File: src/rtl/noc_arb_pkg.sv
// noc_arb_pkg
//   Shared constants and types for the NoC output-port arbiter.
//   - WIDTH_PACKAGE / N_REQ / PTR_W : default geometry of one router output port
//   - REQ_* : requester index constants (0=left .. 4=pe_mem)
//   - package_t : one NoC package
//   - CNT_W / CNT_MAX : width and saturation value of the optional statistics
//     counters (built only when NOC_ARB_STATS_EN is defined)
package noc_arb_pkg;

  localparam int WIDTH_PACKAGE = 33;
  localparam int N_REQ         = 5;
  localparam int PTR_W         = $clog2(N_REQ);

  localparam int REQ_LEFT  = 0;
  localparam int REQ_RIGHT = 1;
  localparam int REQ_UP    = 2;
  localparam int REQ_DOWN  = 3;
  localparam int REQ_PE    = 4;

  localparam int              CNT_W   = 16;
  localparam logic [CNT_W-1:0] CNT_MAX = '1;

  typedef logic [WIDTH_PACKAGE-1:0] package_t;

endpackage

File: src/rtl/noc_port_arbiter_rr_pick.sv
// rr_pick
//   Combinational rotate-priority encoder. Scans req starting at index ptr
//   and wrapping modulo N_REQ; returns the first set index.
//   Ports:
//     req     in  N_REQ  request vector
//     ptr     in  PTR_W  highest-priority index this cycle (must be < N_REQ)
//     gnt_idx out PTR_W  winning index (0 when gnt_any=0)
//     gnt_any out 1      at least one request present
module rr_pick #(
  parameter int N_REQ = 5,
  parameter int PTR_W = $clog2(N_REQ)
) (
  input  logic [N_REQ-1:0] req,
  input  logic [PTR_W-1:0] ptr,
  output logic [PTR_W-1:0] gnt_idx,
  output logic             gnt_any
);

  always_comb begin
    int idx;
    idx     = 0;
    gnt_idx = '0;
    gnt_any = 1'b0;
    // Walk from the lowest-priority offset up to offset 0 so the last
    // assignment made is the one closest to ptr.
    for (int k = N_REQ - 1; k >= 0; k--) begin
      idx = (int'(ptr) + k) % N_REQ;
      if (req[idx]) begin
        gnt_idx = PTR_W'(idx);
        gnt_any = 1'b1;
      end
    end
  end

endmodule

File: src/rtl/noc_port_arbiter.sv
// noc_port_arbiter
//   Round-robin arbiter for one router output port. Picks one valid requester
//   per cycle, latches its package into a single-entry output register and
//   advances the round-robin pointer past the winner.
//   Ports:
//     clk, rst_n   clock, asynchronous active-low reset
//     in_valid     per-requester valid (held until transferred)
//     in_data      packed packages, requester i at [i*WIDTH_PACKAGE +: WIDTH_PACKAGE]
//     in_ready     one-hot (or zero) grant; taken this cycle when in_valid&in_ready
//     out_valid    output register holds a package
//     out_data     output register contents
//     out_ready    downstream accepts out_data this cycle
//     out_src      index of requester whose package sits in the output register
//   Optional (macro NOC_ARB_STATS_EN):
//     grant_cnt    per-requester saturating 16-bit transfer counters
//     stall_cnt    saturating count of cycles with out_valid && !out_ready
//
//   Handshake: a transfer on any channel happens on a rising edge where both
//   valid and ready are high; the producer holds valid and data stable until
//   that edge, and ready never depends on anything registered downstream
//   beyond out_ready.
module noc_port_arbiter #(
  parameter int WIDTH_PACKAGE = noc_arb_pkg::WIDTH_PACKAGE,
  parameter int N_REQ         = noc_arb_pkg::N_REQ,
  parameter int PTR_W         = $clog2(N_REQ)
) (
  input  logic                       clk,
  input  logic                       rst_n,
  input  logic [N_REQ-1:0]           in_valid,
  input  logic [N_REQ*WIDTH_PACKAGE-1:0] in_data,
  output logic [N_REQ-1:0]           in_ready,
  output logic                       out_valid,
  output logic [WIDTH_PACKAGE-1:0]   out_data,
  input  logic                       out_ready,
  output logic [PTR_W-1:0]           out_src
`ifdef NOC_ARB_STATS_EN
  ,
  output logic [N_REQ*16-1:0]        grant_cnt,
  output logic [15:0]                stall_cnt
`endif
);

  import noc_arb_pkg::*;

  logic                     out_valid_q, out_valid_d;
  logic [WIDTH_PACKAGE-1:0] out_data_q,  out_data_d;
  logic [PTR_W-1:0]         out_src_q,   out_src_d;
  logic [PTR_W-1:0]         rr_ptr_q,    rr_ptr_d;

  logic [PTR_W-1:0] gnt_idx;
  logic             gnt_any;
  logic             can_accept;
  logic             take;

  rr_pick #(
    .N_REQ (N_REQ),
    .PTR_W (PTR_W)
  ) u_rr_pick (
    .req     (in_valid),
    .ptr     (rr_ptr_q),
    .gnt_idx (gnt_idx),
    .gnt_any (gnt_any)
  );

  // The register may accept when empty or when its package leaves this cycle.
  assign can_accept = !out_valid_q || out_ready;
  // rst_n gates the grant so no requester believes it transferred during reset.
  assign take       = gnt_any && can_accept && rst_n;

  always_comb begin
    in_ready    = '0;
    out_valid_d = out_valid_q;
    out_data_d  = out_data_q;
    out_src_d   = out_src_q;
    rr_ptr_d    = rr_ptr_q;

    if (out_valid_q && out_ready) begin
      out_valid_d = 1'b0;
    end

    if (take) begin
      in_ready[gnt_idx] = 1'b1;
      out_valid_d       = 1'b1;
      out_data_d        = in_data[int'(gnt_idx)*WIDTH_PACKAGE +: WIDTH_PACKAGE];
      out_src_d         = gnt_idx;
      rr_ptr_d          = (gnt_idx == PTR_W'(N_REQ - 1)) ? '0 : gnt_idx + PTR_W'(1);
    end
  end

  always_ff @(posedge clk or negedge rst_n) begin
    if (!rst_n) begin
      out_valid_q <= 1'b0;
      out_data_q  <= '0;
      out_src_q   <= '0;
      rr_ptr_q    <= '0;
    end else begin
      out_valid_q <= out_valid_d;
      out_data_q  <= out_data_d;
      out_src_q   <= out_src_d;
      rr_ptr_q    <= rr_ptr_d;
    end
  end

  assign out_valid = out_valid_q;
  assign out_data  = out_data_q;
  assign out_src   = out_src_q;

`ifdef NOC_ARB_STATS_EN
  logic [N_REQ-1:0][CNT_W-1:0] grant_cnt_q, grant_cnt_d;
  logic [CNT_W-1:0]            stall_cnt_q, stall_cnt_d;

  always_comb begin
    grant_cnt_d = grant_cnt_q;
    stall_cnt_d = stall_cnt_q;
    if (take && grant_cnt_q[gnt_idx] != CNT_MAX) begin
      grant_cnt_d[gnt_idx] = grant_cnt_q[gnt_idx] + CNT_W'(1);
    end
    if (out_valid_q && !out_ready && stall_cnt_q != CNT_MAX) begin
      stall_cnt_d = stall_cnt_q + CNT_W'(1);
    end
  end

  always_ff @(posedge clk or negedge rst_n) begin
    if (!rst_n) begin
      grant_cnt_q <= '0;
      stall_cnt_q <= '0;
    end else begin
      grant_cnt_q <= grant_cnt_d;
      stall_cnt_q <= stall_cnt_d;
    end
  end

  assign grant_cnt = grant_cnt_q;
  assign stall_cnt = stall_cnt_q;
`endif

endmodule

File: config.mk
export PLATFORM = sky130hd
export DESIGN_NAME = noc_port_arbiter
export DESIGN_NICKNAME = d
export VERILOG_FILES = /design/src/rtl/noc_arb_pkg.sv /design/src/rtl/noc_port_arbiter_rr_pick.sv /design/src/rtl/noc_port_arbiter.sv
export SDC_FILE = /design/constraint.sdc
export NUM_CORES = 1
export LEC_CHECK = 0
export ABC_AREA = 1
export CORE_MARGIN = 2
export CORE_UTILIZATION = 38
export CTS_CLUSTER_SIZE = 20
export DETAILED_ROUTE_END_ITERATION = 7
export PLACE_DENSITY = 0.84
export SLEW_MARGIN = 5
export SYNTH_ARGS = -nofsm -noshare
export SYNTH_HDL_FRONTEND = slang
export SYNTH_SLANG_ARGS = --single-unit
File: constraint.sdc
create_clock -name clk -period 5.5 [get_ports clk]
set_clock_uncertainty 0.1 [all_clocks]
set_input_delay 1.65 -clock clk [delete_from_list [all_inputs] [get_ports clk]]
set_output_delay 1.65 -clock clk [all_outputs]
set_load 0.02 [all_outputs]
==> flow_summary.toml, run 1 <==
[cts]
cts_made_buffers = 5
cts_buffer_depth = 2
clkLatencyLatePin_ps = 270
postCtsHoldBufs = 0
clockRootBuffer = "clkbuf_16"
htreeDepth = 2
cts.sinks = 40
clkTransAtPathRegs_ps = 60
cts_tree = "built"

[die]
io_pins = 215
dieArea_um2 = 12600
fp.dieH_um = 112
start_util = 0.390
fp-row-count = 39
fp.dieW_um = 112
coreArea_um2 = 11500

[critical_path]
start_kind = "input pin"
critPathMaxFanout = 4
cp.required_ps = 3750
r2r_start = "rr_ptr_q[0]$_DFFE_PN0P_"
critPathKind = "input pin to output port"
arrival_ps = 3620
crit_path_end_kind = "output port"
crit_path_start = "in_valid[3]"

[timing]
slew_headroom = 0.364
drv_slew = 0
hold_violations = 0
finalSetupViolations = 0
tightestPinTransition_ps = 951
max_freq_ghz = 0.186
period_share = 0.976
final.min_clock_period_ps = 5370

[yosys]
synthArstFlopShare = 1.00
yosysUniqueCellTypes = 36
syn-num-nets = 981
yosys_warnings = 0
synth_ff_type = "dfrtp_1"
synth-seq-cells = 40
syn_inst = 790
synth_seq_area_share = 0.224
synth_edf_count = 0
synth_area_per_cell_um2 = 5.66
syn-cell-area_um2 = 4470

[routing]
drc = 0
dr.pass1.iters = 6
drtIter0Drc = 399
vias = 5761
drtAntennaViolNets = 0
drt-total-wl_um = 16000
wl_per_cell_um = 13.8
via_per_inst = 4.97

[layout]
area_growth_pct = 60.2
final_util = 0.624
fin_nets = 1208
n_antenna_cell = 0
seq_area_um2 = 1000
multiInputGateArea_um2 = 3050
final_layout_size_suffix_gt1_frac = 0.105
fin_cells = 1160
num-fill-cells = 1053
final_common_cell = "nand2_1"
final_cell_mix = "362 x nand2_1, 208 x clkdlybuf4s50_1, 117 x nand3_1, 75 x inv_1, 48 x buf_4"

[global_route]
grt_overflow = 0
antenna_found_initial = 0
grt_start_max_net_pins = 52
grt_pass1_vias = 5335
grt_usage = 0.246
grt_pass1_wl_um = 25400

[placement]
io_buffers = 214
hpwl_um = 12200
place_inst = 1151
gp_congestion = 0.989

[hold_path]
min_path_type = "flip-flop to flip-flop"
holdCritStartpoint = "out_src[2]$_DFFE_PN0P_"

[outcome]
outcome = "completed"

[job]
drv_cap = 0
==> worst paths after layout <==
path / slack (ps) / cells past startpoint / endpoint
worst max-delay path: 130 / 13 / in_ready[4]
worst min-delay path: 390 / 2 / out_src[2]$_DFFE_PN0P_
worst max register to register: 1250 / 25 / out_data[4]$_DFFE_PN0P_
worst min register to register: 390 / 2 / out_src[2]$_DFFE_PN0P_
max in group asynchronous: 3530 / 2 / rr_ptr_q[2]$_DFFE_PN0P_
min in group asynchronous: 1390 / 2 / out_data[12]$_DFFE_PN0P_
==> Yosys cell counts (2+ instances only) <==
| library cell | count | area [um2] |
|---|---|---|
| o211ai_1 | 3 | 22.5 |
| nand2_2 | 3 | 18.8 |
| a22oi_1 | 14 | 105 |
| nor3_1 | 5 | 25.0 |
| buf_2 | 24 | 120 |
| a21oi_2 | 2 | 17.5 |
| inv_2 | 3 | 11.3 |
| buf_4 | 7 | 52.6 |
| clkinv_1 | 2 | 7.51 |
| o21ai_0 | 5 | 25.0 |
| clkbuf_1 | 7 | 26.3 |
| xnor2_1 | 2 | 17.5 |
| or2_2 | 10 | 62.6 |
| nand3_1 | 118 | 591 |
| o22ai_1 | 2 | 12.5 |
| ha_1 | 18 | 225 |
| nand4_1 | 5 | 31.3 |
| o21ai_1 | 4 | 20.0 |
| dfrtp_1 | 40 | 1000 |
| inv_1 | 79 | 297 |
| nor2_1 | 16 | 60.1 |
| xor2_1 | 4 | 35.0 |
| nand2_1 | 372 | 1400 |
| or2_0 | 10 | 62.6 |
| a21oi_1 | 24 | 120 |
==> worst max-delay path, stage by stage <==
cell             delay, ps
clkdlybuf4s50_1        510
inv_1                   90
nand2_1                 70
nand3_1                 70
nand2_1                120
a21oi_4                 80
buf_4                  160
nand3_1                 80
nand4_1                 80
nand3_1                 80
nand2_1                 90
nor2_1                 190
clkdlybuf4s15_1        340
==> area by class of cell <==
type,instances,share of cell area
clock buffer,5,0.0175
clock inverter,2,0.00175
inverter,85,0.0449
multi-input combinational,626,0.426
sequential,40,0.140
tap,143,0.0250
timing repair buffer,259,0.345
==> cells by family after synthesis <==
logic type	synth area share
AO/OA/AOI/OAI	0.0823
AND/OR/NAND/NOR	0.512
flip-flops	0.224
adder cells (fa/ha/maj)	0.0504
buffers and inverters	0.119
XOR/XNOR	0.0118
==> through the flow <==
step / worst slack (ps) / instance area, um2 / TNS [ps] / hold slack (ps)
after global placement: -240 / 6930 / -979 / 366
after CTS: 5.98 / 7080 / 0 / 392
after global routing: -40.7 / 7160 / -112 / 432
final: 133 / 7160 / 0 / 386
after floorplan: -0.312 / 4490 / -0.312 / 493
after detailed placement: -318 / 6930 / -1270 / 377
==> sequential cells by signal, indices dropped and copies added (netlist names) <==
signal	flops
out_src	3
out_data	33
out_valid	1
rr_ptr_q	3
==> per-layer routing <==
| metal | share of wire | wire (um) | vias up | GRT usage |
|---|---|---|---|---|
| met5 | 0 | 0 | - | 0 |
| met1 | 0.42 | 6780 | 2525 | 0.315 |
| met3 | 0.087 | 1390 | 35 | 0.0556 |
| li1 | - | - | 2931 | - |
| met4 | 0.031 | 498 | 0 | 0.0829 |
| met2 | 0.46 | 7330 | 270 | 0.410 |
==> repair_timing <==
| item | 4_1_cts | 5_1_grt |
|---|---|---|
| gates resized for setup | 13 | 36 |
| buffers inserted | 0 | 2 |
| pin swaps | 0 | 6 |
| endpoints found under the setup margin | 5 | 5 |
Power of run 1 is left out: the tool's default activity adds up to more than one toggle a clock period on the data nets, which glitch-free logic cannot reach.
==> run 2: changes to the inputs <==
--- a/config.mk
+++ b/config.mk
@@ -6,8 +6,10 @@
 export NUM_CORES = 1
 export LEC_CHECK = 0
 export ABC_AREA = 1
+export CELL_PAD_IN_SITES_DETAIL_PLACEMENT = 0
+export CELL_PAD_IN_SITES_GLOBAL_PLACEMENT = 2
 export CORE_MARGIN = 2
-export CORE_UTILIZATION = 38
+export CORE_UTILIZATION = 18
 export CTS_CLUSTER_SIZE = 20
 export DETAILED_ROUTE_END_ITERATION = 7
 export PLACE_DENSITY = 0.84
==> flow_summary.toml, run 2 (synthesis results as in run 1) <==
[routing]
drt-total-wl_um = 20000
wl_per_cell_um = 14.6
via_per_inst = 4.15
dr.pass1.iters = 4
drc = 0
vias = 5650
drtAntennaViolNets = 0
drtIter0Drc = 270

[critical_path]
arrival_ps = 3640
critPathKind = "input pin to output port"
crit_path_end_kind = "output port"
critPathTopFamily = "simple AND/OR/NAND/NOR gates"
cp.required_ps = 3750
worst-path-buf-inv = 5
worst_path_largest_cell_delay_ps = 530
cp_slowest_cell = "clkdlybuf4s50_1"
start_kind = "input pin"
path_cells = "clkdlybuf4s50_1 > buf_4 > nand3_1 > nor2_2 > a21oi_4 > nor2_1 > nor2_1 > nand2_1 > nand2_2 > nand2_4 > inv_4 > nor2_2 > inv_2 > nor3_4 > buf_6"
rrSetupSlack_ps = 1380
critPathMaxFanout = 5

[global_route]
grt_start_max_net_pins = 59
grt_usage = 0.147
use_met3 = 0.0367
grt_pass1_vias = 5491
gr-usage-met1 = 0.193
grt_use_met2 = 0.246
grt_pass1_wl_um = 30200
antenna_found_initial = 0
grt_overflow = 0
top_usage_layer = "met2"

[cts]
clkTransAtPathRegs_ps = 70
cts_tree = "built"
cts_made_buffers = 5
clkLatencyLatePin_ps = 290
postCtsHoldBufs = 0
cts.sinks = 40
cts_buffer_depth = 2
htreeDepth = 2
clockRootBuffer = "clkbuf_16"

[layout]
area_growth_pct = 71.0
fin_nets = 1229
largest_reg_flops = 33
final_cell_mix = "358 x nand2_1, 206 x clkdlybuf4s50_1, 116 x nand3_1, 70 x inv_1, 67 x buf_4"
final_layout_size_suffix_gt1_frac = 0.143
final_common_cell = "nand2_1"
final_util = 0.314
num-fill-cells = 2703
n_antenna_cell = 0

[timing]
drv_slew = 0
slew_headroom = 0.454
period_share = 0.980
tightestPinTransition_ps = 817
finalSetupViolations = 0
final.min_clock_period_ps = 5390
hold_violations = 0
max_freq_ghz = 0.186

[die]
dieArea_um2 = 26100
start_util = 0.184
io_pins = 215
coreArea_um2 = 24300
fp.dieH_um = 162
fp.dieW_um = 162
fp-row-count = 57

[outcome]
outcome = "completed"

[placement]
gp_congestion = 0.862
io_buffers = 214
hpwl_um = 15000

[job]
drv_cap = 0

[hold_path]
min_path_type = "flip-flop to flip-flop"
==> run 2: per-layer routing <==
metal,vias up,share of wire
met1,2485,0.46
li1,2982,-
met4,0,0.011
met3,11,0.070
met5,-,0
met2,172,0.46
==> run 2: layout make-up <==
cell class / instances / area [um2] / area share
Tap cell: 324 / 405 / 0.0531
Clock buffer: 5 / 125 / 0.0164
Clock inverter: 3 / 46.3 / 0.00606
Timing Repair Buffer: 280 / 2630 / 0.344
Inverter: 85 / 322 / 0.0421
Sequential cell: 40 / 1000 / 0.131
Multi-Input combinational cell: 626 / 3110 / 0.407
==> run 2: per-stage QoR <==
stage	TNS (ps)	setup WS, ps	instance area, um2	std cells	hold slack, ps
after floorplan	-0.312	-0.312	4490	790	493
after global placement	-1440	-319	7290	1350	370
after detailed placement	-1420	-319	7290	1350	378
after CTS	0	1.18	7450	1358	394
after global routing	-20.8	-18.2	7640	1363	429
final	0	112	7640	1363	392
==> run 2: path summary, 6_finish.rpt <==
path / startpoint / to / cells after the start
worst max-delay path: in_valid[4] / in_ready[0] / 15
worst min-delay path: out_src[2]$_DFFE_PN0P_ / out_src[2]$_DFFE_PN0P_ / 2
worst max register to register: rr_ptr_q[1]$_DFFE_PN0P_ / out_data[18]$_DFFE_PN0P_ / 28
worst min register to register: out_src[2]$_DFFE_PN0P_ / out_src[2]$_DFFE_PN0P_ / 2
max in group asynchronous: rst_n / rr_ptr_q[1]$_DFFE_PN0P_ / 2
min in group asynchronous: rst_n / out_data[2]$_DFFE_PN0P_ / 2
==> run 2: what timing repair did <==
action                     in CTS  in global routing
setup endpoints to repair       5                  5
hold endpoints to repair        0                  0
gates cloned                    0                  0
buffers inserted                0                  5
pin swaps                       0                 13
resized for setup              19                 57
==> run 2: worst min-delay path, cell delays in order, from the launching register on <==
cell	delay [ps]
dfrtp_1	350
nand2_1	50
o21ai_0	60
Power of run 2 is left out for the same reason.
==> run 3: changes to the inputs <==
--- a/config.mk
+++ b/config.mk
@@ -13,7 +13,7 @@
 export CTS_CLUSTER_SIZE = 20
 export DETAILED_ROUTE_END_ITERATION = 7
 export PLACE_DENSITY = 0.84
-export SLEW_MARGIN = 5
+export SLEW_MARGIN = 20
 export SYNTH_ARGS = -nofsm -noshare
 export SYNTH_HDL_FRONTEND = slang
 export SYNTH_SLANG_ARGS = --single-unit
==> results of run 3 <==
Same layout as run 2: the final DEF is identical, and so are final timing and power.
Power of run 3 is left out for the same reason.
